$ cat src/rtl/clrled_fader_if.sv
// Wishbone-style register bus between the fastio decoder and the colour-LED fader.
// The master drives the strobe, write enable, address and write data. The slave returns ack, stall and read data.
interface clrled_fader_if;
    logic        i_wb_stb;
    logic        i_wb_we;
    logic [2:0]  i_wb_addr;
    logic [31:0] i_wb_data;
    logic        o_wb_ack;
    logic        o_wb_stall;
    logic [31:0] o_wb_data;

    modport master (
        output i_wb_stb, i_wb_we, i_wb_addr, i_wb_data,
        input  o_wb_ack, o_wb_stall, o_wb_data
    );

    modport slave (
        input  i_wb_stb, i_wb_we, i_wb_addr, i_wb_data,
        output o_wb_ack, o_wb_stall, o_wb_data
    );
endinterface

$ cat src/rtl/clrled_fader.sv
// Colour-LED fade sequencer: steps each displayed colour toward its bus-written
// target once per sweep and strobes the changed colour word into that LED's PWM core.
module clrled_fader #(
    parameter int          NLEDS       = 4,
    parameter logic [15:0] DEFAULT_DIV = 16'd5000
) (
    input  logic               i_clk,
    input  logic               i_reset,
    clrled_fader_if.slave      wb,
    output logic [NLEDS-1:0]   o_clr_stb,
    output logic [31:0]        o_clr_data,
    output logic [8:0]         o_counter,
    output logic               o_busy
);

    typedef enum logic [0:0] {ST_WAIT, ST_SWEEP} state_t;

    localparam logic [1:0] LAST_IDX  = 2'(NLEDS - 1);
    localparam logic [2:0] LED_LIMIT = 3'(NLEDS);
    localparam logic [3:0] LED_MASK  = 4'((1 << NLEDS) - 1);

    // Colours are kept in the packed 27-bit word layout: {r8,g8,b8,r[7:0],g[7:0],b[7:0]}
    function automatic logic [8:0] step_chan(input logic [8:0] cur, input logic [8:0] tgt);
        logic [8:0] res;
        if (cur < tgt) begin
            res = cur + 9'd1;
        end else if (cur > tgt) begin
            res = cur - 9'd1;
        end else begin
            res = cur;
        end
        return res;
    endfunction

    function automatic logic [26:0] step_colour(input logic [26:0] cur, input logic [26:0] tgt);
        logic [8:0] r;
        logic [8:0] g;
        logic [8:0] b;
        r = step_chan({cur[26], cur[23:16]}, {tgt[26], tgt[23:16]});
        g = step_chan({cur[25], cur[15:8]},  {tgt[25], tgt[15:8]});
        b = step_chan({cur[24], cur[7:0]},   {tgt[24], tgt[7:0]});
        return {r[8], g[8], b[8], r[7:0], g[7:0], b[7:0]};
    endfunction

    state_t      state_r;
    state_t      state_nx_s;
    logic [1:0]  idx_r;
    logic [1:0]  idx_nx_s;
    logic [15:0] tick_r;
    logic [15:0] tick_nx_s;
    logic        fade_en_r;
    logic [15:0] div_r;
    logic [3:0]  dirty_r;
    logic [26:0] target_r  [0:3];
    logic [26:0] current_r [0:3];

    logic        wr_s;
    logic        sweep_s;
    logic [26:0] cur_sel_s;
    logic [26:0] tgt_sel_s;
    logic [26:0] next_col_s;
    logic        change_s;
    logic        settled_s;
    logic [31:0] rd_s;
    logic        unused_s;

    assign wr_s          = wb.i_wb_stb & wb.i_wb_we;
    assign wb.o_wb_stall = 1'b0;
    assign unused_s      = ^wb.i_wb_data[30:27];

    // Next-state, sweep index and tick-counter logic
    always_comb begin
        state_nx_s = state_r;
        idx_nx_s   = idx_r;
        tick_nx_s  = tick_r;
        case (state_r)
            ST_WAIT: begin
                if (tick_r == 16'd0) begin
                    state_nx_s = ST_SWEEP;
                    idx_nx_s   = 2'd0;
                    tick_nx_s  = div_r;
                end else begin
                    tick_nx_s  = tick_r - 16'd1;
                end
            end
            ST_SWEEP: begin
                if (idx_r == LAST_IDX) begin
                    state_nx_s = ST_WAIT;
                    idx_nx_s   = 2'd0;
                end else begin
                    idx_nx_s   = idx_r + 2'd1;
                end
            end
            default: begin
                state_nx_s = ST_WAIT;
                idx_nx_s   = 2'd0;
            end
        endcase
    end

    // Per-LED step for the LED currently selected by the sweep
    always_comb begin
        sweep_s   = (state_r == ST_SWEEP);
        cur_sel_s = current_r[idx_r];
        tgt_sel_s = target_r[idx_r];
        if (fade_en_r) begin
            next_col_s = step_colour(cur_sel_s, tgt_sel_s);
        end else begin
            next_col_s = tgt_sel_s;
        end
        change_s  = sweep_s && ((next_col_s != cur_sel_s) || dirty_r[idx_r]);
        settled_s = sweep_s && (next_col_s == tgt_sel_s);
    end

    // Register read multiplexer
    always_comb begin
        rd_s = 32'h0000_0000;
        case (wb.i_wb_addr)
            3'd0, 3'd1, 3'd2, 3'd3: begin
                if (wb.i_wb_addr < LED_LIMIT) begin
                    rd_s = {5'd0, current_r[wb.i_wb_addr[1:0]]};
                end else begin
                    rd_s = 32'h0000_0000;
                end
            end
            3'd4:    rd_s = {fade_en_r, 15'h0000, div_r};
            3'd5:    rd_s = {28'h000_0000, dirty_r};
            default: rd_s = 32'h0000_0000;
        endcase
    end

    // Sequencer state register
    always_ff @(posedge i_clk) begin
        if (i_reset) begin
            state_r <= ST_WAIT;
            idx_r   <= 2'd0;
            tick_r  <= 16'd0;
        end else begin
            state_r <= state_nx_s;
            idx_r   <= idx_nx_s;
            tick_r  <= tick_nx_s;
        end
    end

    // Colour datapath, control registers and registered outputs
    always_ff @(posedge i_clk) begin
        if (i_reset) begin
            fade_en_r    <= 1'b0;
            div_r        <= DEFAULT_DIV;
            dirty_r      <= LED_MASK;
            for (int n = 0; n < 4; n++) begin
                target_r[n]  <= 27'd0;
                current_r[n] <= 27'd0;
            end
            o_clr_stb    <= '0;
            o_clr_data   <= 32'h0000_0000;
            o_counter    <= 9'd0;
            o_busy       <= 1'b0;
            wb.o_wb_ack  <= 1'b0;
            wb.o_wb_data <= 32'h0000_0000;
        end else begin
            o_counter <= o_counter + 9'd1;
            o_busy    <= |dirty_r;

            if (change_s) begin
                current_r[idx_r] <= next_col_s;
                o_clr_stb        <= NLEDS'(1'b1) << idx_r;
                o_clr_data       <= {5'd0, next_col_s};
            end else begin
                o_clr_stb        <= '0;
            end

            if (settled_s) begin
                dirty_r[idx_r] <= 1'b0;
            end

            // Placed after the settle clear so a same-cycle target write keeps dirty set
            if (wr_s && (wb.i_wb_addr < LED_LIMIT)) begin
                target_r[wb.i_wb_addr[1:0]] <= wb.i_wb_data[26:0];
                dirty_r[wb.i_wb_addr[1:0]]  <= 1'b1;
            end

            if (wr_s && (wb.i_wb_addr == 3'd4)) begin
                fade_en_r <= wb.i_wb_data[31];
                div_r     <= wb.i_wb_data[15:0];
            end

            wb.o_wb_ack <= wb.i_wb_stb;
            if (wb.i_wb_stb && !wb.i_wb_we) begin
                wb.o_wb_data <= rd_s;
            end else begin
                wb.o_wb_data <= 32'h0000_0000;
            end
        end
    end

endmodule

$ cat src/flat_wrapper.sv
// flat-port wrapper written by rule: the top's interface ports become plain ports
module clrled_fader_flat 
#(
    parameter int          NLEDS       = 4,
    parameter logic [15:0] DEFAULT_DIV = 16'd5000
)
  (i_clk, i_reset, o_clr_stb, o_clr_data, o_counter, o_busy, wb_i_wb_stb, wb_i_wb_we, wb_i_wb_addr, wb_i_wb_data, wb_o_wb_ack, wb_o_wb_stall, wb_o_wb_data);
  clrled_fader_if wb_i ();
  input  logic i_clk;
  input  logic i_reset;
  output logic [NLEDS-1:0] o_clr_stb;
  output logic [31:0] o_clr_data;
  output logic [8:0] o_counter;
  output logic o_busy;
  input wire logic [$bits(wb_i.i_wb_stb)-1:0] wb_i_wb_stb;
  input wire logic [$bits(wb_i.i_wb_we)-1:0] wb_i_wb_we;
  input wire logic [$bits(wb_i.i_wb_addr)-1:0] wb_i_wb_addr;
  input wire logic [$bits(wb_i.i_wb_data)-1:0] wb_i_wb_data;
  output wire logic [$bits(wb_i.o_wb_ack)-1:0] wb_o_wb_ack;
  output wire logic [$bits(wb_i.o_wb_stall)-1:0] wb_o_wb_stall;
  output wire logic [$bits(wb_i.o_wb_data)-1:0] wb_o_wb_data;
  assign wb_i.i_wb_stb = wb_i_wb_stb;
  assign wb_i.i_wb_we = wb_i_wb_we;
  assign wb_i.i_wb_addr = wb_i_wb_addr;
  assign wb_i.i_wb_data = wb_i_wb_data;
  assign wb_o_wb_ack = wb_i.o_wb_ack;
  assign wb_o_wb_stall = wb_i.o_wb_stall;
  assign wb_o_wb_data = wb_i.o_wb_data;
  clrled_fader #(.NLEDS(NLEDS), .DEFAULT_DIV(DEFAULT_DIV)) u_core (.i_clk(i_clk), .i_reset(i_reset), .wb(wb_i), .o_clr_stb(o_clr_stb), .o_clr_data(o_clr_data), .o_counter(o_counter), .o_busy(o_busy));
endmodule
$ cat config.mk
export PLATFORM = sky130hd
export DESIGN_NAME = clrled_fader_flat
export DESIGN_NICKNAME = d
export VERILOG_FILES = /design/src/rtl/clrled_fader_if.sv /design/src/rtl/clrled_fader.sv /design/src/flat_wrapper.sv
export SDC_FILE = /design/constraint.sdc
export NUM_CORES = 1
export LEC_CHECK = 0
export BUFFER_PORTS_ARGS = -buffer_cell sky130_fd_sc_hd__buf_4
export CAP_MARGIN = 20
export CELL_PAD_IN_SITES_DETAIL_PLACEMENT = 1
export CELL_PAD_IN_SITES_GLOBAL_PLACEMENT = 2
export CORE_MARGIN = 2
export CORE_UTILIZATION = 40
export CTS_CLUSTER_SIZE = 16
export DETAILED_ROUTE_END_ITERATION = 10
export HOLD_SLACK_MARGIN = 0.1
export PLACE_DENSITY = 0.82
export REMOVE_ABC_BUFFERS = 1
export SYNTH_ARGS = -nofsm -noshare
export SYNTH_HDL_FRONTEND = slang
export SYNTH_SLANG_ARGS = --single-unit
$ cat constraint.sdc
create_clock -name i_clk -period 12.02 [get_ports i_clk]
set_input_delay 0.601 -clock i_clk [delete_from_list [all_inputs] [get_ports i_clk]]
set_output_delay 0.601 -clock i_clk [all_outputs]
set_load 0.02 [all_outputs]
==> flow_summary.toml, run 1 <==
[status]
status = "complete, no violations"

[drt]
dr_wl_met2_um = 25150
vias = 12150
dr.pass1.iters = 5
drt_wl_total_um = 51070
via_per_inst = 5.686
top_layer = "met4"
ant_nets = 0
routed-wl-met3_um = 2769
drt_iter0_drc = 819
m1WireLength_um = 22240
drc = 0
avgRoutedWirePerCell_um = 23.91

[worst_setup_path]
slowest_stage = "or3_1"
slowest_delay_ns = 0.73
worstReg2RegEnd = "u_core.current_r[0][5]"
critPathTopFamily = "buffers and inverters"
cpMostUsedCell = "buf_4"
reg2regPathDepth = 16
rrSetupSlack_ns = 5.47
start_kind = "flip-flop"
crit_required_ns = 12.30
cp_max_fo = 40
cp-end-kind = "flip-flop"
cp_num_buf_inv = 5
crit_type = "flip-flop to flip-flop"
worstPathCellList = "buf_4, mux4_2, inv_1, ha_1, and4_1, a31o_2, a211oi_2, buf_4, nor4_1, a21oi_1, a41oi_2, o41ai_4, buf_4, or3_1, buf_4, nor2_1"
cp.arrival_ns = 6.83

[sta]
whs_ns = 0.2989
hold_viol = 0
setup-tns-final_ns = 0
timing.slew.headroom = 0.2711
setup_violations = 0
worst_pin_slew_ns = 1.079
min_period_ns = 6.553
fmax_ghz = 0.1526
finalCritPeriodShare = 0.5451
clock_skew_ns = 0.02974
drv_slew = 0
rsz0062_at_grt = "false"

[die]
num_rows = 75
pin_count = 119
start_util = 0.4043
die-area_um2 = 43960
die_w_um = 209.7
coreArea_um2 = 41850
fp.dieH_um = 209.7

[clock_network]
clk_latency_ns = 0.56
cts_buffers = 38
ctsHtreeMaxLevel = 2
cts_root_buffer = "clkbuf_16"
clock_sinks = 328
cts_tree = "done"
clock_path_buffers = 3
post_cts_buffers = 0
clkTransAtPathRegs_ns = 0.06
hold_buffers = 0
cts_resized = 0

[min_path]
min_path_type = "primary input to flip-flop"
min_from = "wb_i_wb_data[3]"
hold_end = "u_core.div_r[3]"
holdPathStages = 3

[power]
power_density_nw_per_um2 = 200.1
p_int_mw = 2.454
swShare = 0.3624
power_frac_clock = 0.280
p_leak_nw = 7.360
seq_power_share = 0.361
p_sw_mw = 1.395
irDropWorstVdd_mv = 0.08792
combPwrFrac = 0.359

[place]
gp_congestion = 0.8943
portBuffers = 104
place_area_um2 = 18070
place_hpwl_um = 35460
place_inst = 2064

[logic_synthesis]
syn_area_per_cell_um2 = 11.39
async_flop_share = 0
yosysUniqueCellTypes = 77
ys_warn_count = 0
netlist.area_leader.share = 0.3833
synthTopCellsByArea = "edfxtp_1, dfxtp_1, mux4_2, nor2_1, ha_1"
synth_edf_count = 216
syn_inst = 1486
netlist_area_um2 = 16920
seq_area_frac_synth = 0.5159
synth_area_leader_cell = "edfxtp_1"
synth_ff_type = "edfxtp_1"
synth_seq_cells = 328

[cells_and_area]
fin_area_um2 = 19230
area_growth_pct = 13.66
fin_cells = 2136
fillers = 4479
nNetsFinal = 1646
final_util = 0.4595
diodes = 0
drive_above_1_share = 0.1816

[global_routing]
grt_max_degree = 65
grtUsageTotal = 0.2381
gr-total-overflow = 0
grt_antenna_before_repair = 0
grt_pass1_wl_um = 78670
grt_pass1_vias = 12740

[flow_run]
max-cap-violations = 0
-- power groups by stage --
stage | Clock [mW] | Combinational [mW] | Sequential (mW)
floorplan | 0 | 0.895 | 1.44
global placement | 0 | 1.34 | 1.40
detailed placement | 0 | 1.37 | 1.41
CTS | 1.10 | 1.38 | 1.39
global route | 1.14 | 1.52 | 1.41
finish | 1.08 | 1.38 | 1.39
-- per-stage QoR --
stage | setup slack [ns] | power (mW)
2_1_floorplan | 4.251 | 2.340
3_3_place_gp | 4.885 | 2.743
4_1_cts | 4.783 | 3.868
5_1_grt | 5.079 | 4.065
6_report | 5.467 | 3.849
3_5_place_dp | 4.784 | 2.782
-- registers in the layout (all words and copies together) (netlist names), named ones only --
name,flops
u_core.o_counter,9
u_core.wb.o_wb_data,28
u_core.current_r,108
u_core.fade_en_r,1
u_core.o_clr_stb,4
u_core.tick_r,16
u_core.target_r,108
u_core.div_r,16
u_core.wb.o_wb_ack,1
u_core.o_clr_data,27
u_core.o_busy,1
u_core.dirty_r,4
u_core.idx_r,2
u_core.state_r,1
-- tightest hold or removal path, delay by kind of cell --
family	cells	cell delay [ns]
buffers and inverters	1	0.11
and+or+nand+nor	2	0.12
-- Yosys cell counts (all sizes together), types with 3 or more instances --
cell type	n
a211oi	7
a21o	9
a21oi	59
a22o	12
a31oi	4
a32oi	3
a41oi	5
and2	31
and3	35
and4	5
buf	50
clkbuf	50
dfxtp	112
edfxtp	216
ha	40
inv	65
mux2	3
mux2i	38
mux4	81
nand2	94
nand2b	4
nand3	29
nand3b	35
nand4	17
nor2	246
nor2b	7
nor3	15
nor4	11
o211ai	3
o21a	7
o21ai	46
o21bai	4
o221ai	5
o22a	3
o22ai	8
o31a	4
or2	6
or3	13
or4	3
xnor2	37
xor2	29
-- metal layers --
layer  up-vias  global-route usage
met1      6207              0.3231
li1       5557                   -
met4         0             0.06310
met5         -                   0
met2       318              0.3982
met3        64             0.03876
-- worst max-delay path by stage --
stage	slack [ns]	end	start	cells after the start
after floorplan	4.25	u_core.current_r[3][0]	flip-flop	11
after global placement	4.89	u_core.current_r[0][14]	flip-flop	16
after detailed placement	4.78	u_core.current_r[0][7]	flip-flop	16
after CTS	4.78	u_core.current_r[0][7]	flip-flop	16
after global routing	5.08	u_core.current_r[0][5]	flip-flop	16
final	5.47	u_core.current_r[0][5]	flip-flop	16
-- cell type report --
cell class                      count  area (um^2)  area share
Sequential cell                   328         8735      0.4542
Multi-Input combinational cell   1002         7443      0.3871
Clock buffer                       56         1050     0.05459
Timing Repair Buffer              132        994.7     0.05172
Tap cell                          539        674.4     0.03507
Inverter                           65        244.0     0.01269
Clock inverter                     14        90.09    0.004684
-- cell families after synthesis --
logic type | after synthesis | share of synthesized area
xor+xnor | 67 | 0.03549
fa+ha+maj | 40 | 0.02958
compound gates | 204 | 0.08127
mux | 122 | 0.1323
simple gates | 559 | 0.1581
flops | 328 | 0.5159
buf+inv | 165 | 0.04718
other cells | 1 | 0.0002216
-- cells in the final DEF, fill, tap and decap left out, types with 15 or more instances in the layout --
| cell type | n |
|---|---|
| nand3_1 | 29 |
| xor2_1 | 29 |
| inv_1 | 62 |
| nand3b_1 | 35 |
| a21oi_1 | 59 |
| mux2i_1 | 38 |
| o21ai_0 | 21 |
| nor2_1 | 246 |
| clkbuf_1 | 16 |
| and3_1 | 35 |
| nor3_1 | 15 |
| nand2_1 | 94 |
| nand4_1 | 17 |
| buf_4 | 131 |
| dfxtp_1 | 109 |
| clkbuf_16 | 39 |
| mux4_2 | 81 |
| xnor2_1 | 37 |
| o21ai_1 | 25 |
| ha_1 | 40 |
| edfxtp_1 | 216 |
| and2_1 | 31 |
No activity file was read; power rests on OpenSTA's default activity.
==> run 2: changes to the inputs <==
--- a/config.mk
+++ b/config.mk
@@ -10,11 +10,11 @@
 export CELL_PAD_IN_SITES_DETAIL_PLACEMENT = 1
 export CELL_PAD_IN_SITES_GLOBAL_PLACEMENT = 2
 export CORE_MARGIN = 2
-export CORE_UTILIZATION = 40
+export CORE_UTILIZATION = 37
 export CTS_CLUSTER_SIZE = 16
 export DETAILED_ROUTE_END_ITERATION = 10
 export HOLD_SLACK_MARGIN = 0.1
-export PLACE_DENSITY = 0.82
+export PLACE_DENSITY = 0.8
 export REMOVE_ABC_BUFFERS = 1
 export SYNTH_ARGS = -nofsm -noshare
 export SYNTH_HDL_FRONTEND = slang
==> constraint.sdc (replaced) <==
create_clock -name i_clk -period 5.95 [get_ports i_clk]
set_input_delay 0.2975 -clock i_clk [delete_from_list [all_inputs] [get_ports i_clk]]
set_output_delay 0.2975 -clock i_clk [all_outputs]
set_load 0.02 [all_outputs]
==> run 2 against run 1 <==
Clock-buffer cell count down 2. Register-to-register slack got worse by 5.0 ns. Critical path type unchanged. Cell area is 3.2% higher. Total power grew 110%. Cell count increased by 4.9%. Global-route usage down 1.4 points. Die area increased by 7.9%. Largest cell class unchanged. Combinational power grew 110%. Critical endpoint is now u_core.current_r[2][16].
==> flow_summary.toml, run 2 (same netlist as run 1, synthesis figures left out) <==
[clock_network]
post_cts_buffers = 0
cts_root_buffer = "clkbuf_16"
clock_sinks = 328
cts_buffers = 38
clkTransAtPathRegs_ns = 0.06
clk_latency_ns = 0.56
ctsHtreeMaxLevel = 2
clock_path_buffers = 3
cts_tree = "done"

[die]
fp.dieH_um = 217.8
pin_count = 119
die-area_um2 = 47460
die_w_um = 217.8
coreArea_um2 = 45280
start_util = 0.3736
num_rows = 78

[drt]
drt_wl_total_um = 52450
vias = 12430
via_per_inst = 5.546
ant_nets = 0
drt_iter0_drc = 867
drc = 0
avgRoutedWirePerCell_um = 23.41
dr.pass1.iters = 6

[power]
p_leak_nw = 7.618
seq_power_share = 0.350
p_int_mw = 5.179
power_frac_clock = 0.294
power_mw = 8.026
combPwrFrac = 0.356
irDropWorstVdd_mv = 0.1710
power_density_nw_per_um2 = 404.3
p_sw_mw = 2.848
swShare = 0.3548

[worst_setup_path]
crit_cells = 15
cp_max_fo = 18
reg2regPathDepth = 15
worstPathCellList = "buf_4, buf_4, mux4_2, inv_1, ha_1, a21oi_1, o221ai_1, nor2_1, o21ai_1, a211oi_1, a41oi_2, o41ai_4, or3_1, buf_4, nor2_1"
critPathTopFamily = "compound AO/OA/AOI/OAI gates"
crit_required_ns = 6.23
cp.arrival_ns = 5.72
slowest_stage = "o41ai_4"
cp-end-kind = "flip-flop"
cpMostUsedCell = "buf_4"
crit_type = "flip-flop to flip-flop"
start_kind = "flip-flop"
slowest_delay_ns = 0.84
cp_num_buf_inv = 4

[place]
dp_slack_ns = 0.4617
place_inst = 2144
place_area_um2 = 18320
place_hpwl_um = 37560
portBuffers = 104
gp_congestion = 0.9196

[flow_run]
max-cap-violations = 0

[sta]
clock_skew_ns = 0.01543
setup_violations = 0
finalCritPeriodShare = 0.9156
worst_pin_slew_ns = 1.086
timing.slew.headroom = 0.2736
hold_viol = 0
drv_slew = 0
setup-tns-final_ns = 0
min_period_ns = 5.448
final.setup.worst_slack_ns = 0.5020
fmax_ghz = 0.1836
rsz0062_at_grt = "false"

[cells_and_area]
diodes = 0
nNetsFinal = 1692
fin_cells = 2241
fin_area_um2 = 19850
area_growth_pct = 17.34
final_cell_mix = "nor2_1, edfxtp_1, buf_4"
mostFrequentLayoutCell = "nor2_1"
fillers = 4823
drive_above_1_share = 0.1913
reg_top3 = "u_core.current_r x108, u_core.target_r x108, u_core.wb.o_wb_data x28"

[global_routing]
grtUsageTotal = 0.2244
grt_pass1_vias = 13190
grt_antenna_before_repair = 1
grt_max_degree = 85
grt_pass1_wl_um = 80180
gr-total-overflow = 0

[min_path]
holdPathStages = 3
min_path_type = "primary input to flip-flop"

[status]
status = "complete, no violations"
[run 2: final cells by class]
class,instances,area [um^2],share of cell area
timing repair buffer,178,1431,0.07209
clock buffer,54,1094,0.05508
inverter,65,244.0,0.01229
sequential,328,8733,0.4399
tap,600,750.7,0.03781
multi-input combinational,1002,7443,0.3749
clock inverter,14,157.7,0.007941
[run 2: through the flow]
stage / utilization / hold WS (ns)
6_report: 0.4384 / 0.2119
2_1_floorplan: - / 0.3642
3_5_place_dp: 0.4045 / 0.4729
4_1_cts: 0.4383 / 0.1888
5_1_grt: 0.4384 / 0.2133
3_3_place_gp: 0.4045 / 0.4441
[run 2: power groups by stage]
| stage | Combinational [mW] | Clock (mW) | Sequential (mW) |
|---|---|---|---|
| floorplan | 1.81 | 0 | 2.92 |
| global placement | 2.77 | 0 | 2.84 |
| detailed placement | 2.82 | 0 | 2.86 |
| CTS | 2.85 | 2.41 | 2.81 |
| global route | 3.12 | 2.50 | 2.84 |
| finish | 2.86 | 2.36 | 2.81 |
[run 2: timing repair]
action,CTS,global route
gates resized for setup,0,0
hold buffers,28,0
hold endpoints to repair,60,0
[run 2: worst paths after layout]
| path | from | endpoint | slack (ns) |
|---|---|---|---|
| setup / recovery | flip-flop | u_core.current_r[2][16] | 0.50 |
| hold / removal | wb_i_wb_addr[2] | u_core.wb.o_wb_data[1] | 0.21 |
| setup reg to reg | flip-flop | u_core.current_r[2][16] | 0.50 |
| hold reg to reg | u_core.o_counter[0] | u_core.o_counter[0] | 0.47 |
[run 2: worst register-to-register path, delay by kind of cell (launching register included)]
kind	cells	cell delay (ns)
flops	1	0.58
compound gates	6	2.10
mux	1	0.61
fa+ha+maj	1	0.25
buf+inv	4	0.94
simple gates	3	0.68
[run 2: layer usage]
metal / vias up / share of wire / track usage
met2: 281 / 0.49 / 0.3815
met3: 88 / 0.043 / 0.03013
li1: 5666 / - / -
met4: 2 / 0.027 / 0.07687
met1: 6391 / 0.44 / 0.2947
met5: - / 0.00025 / 0
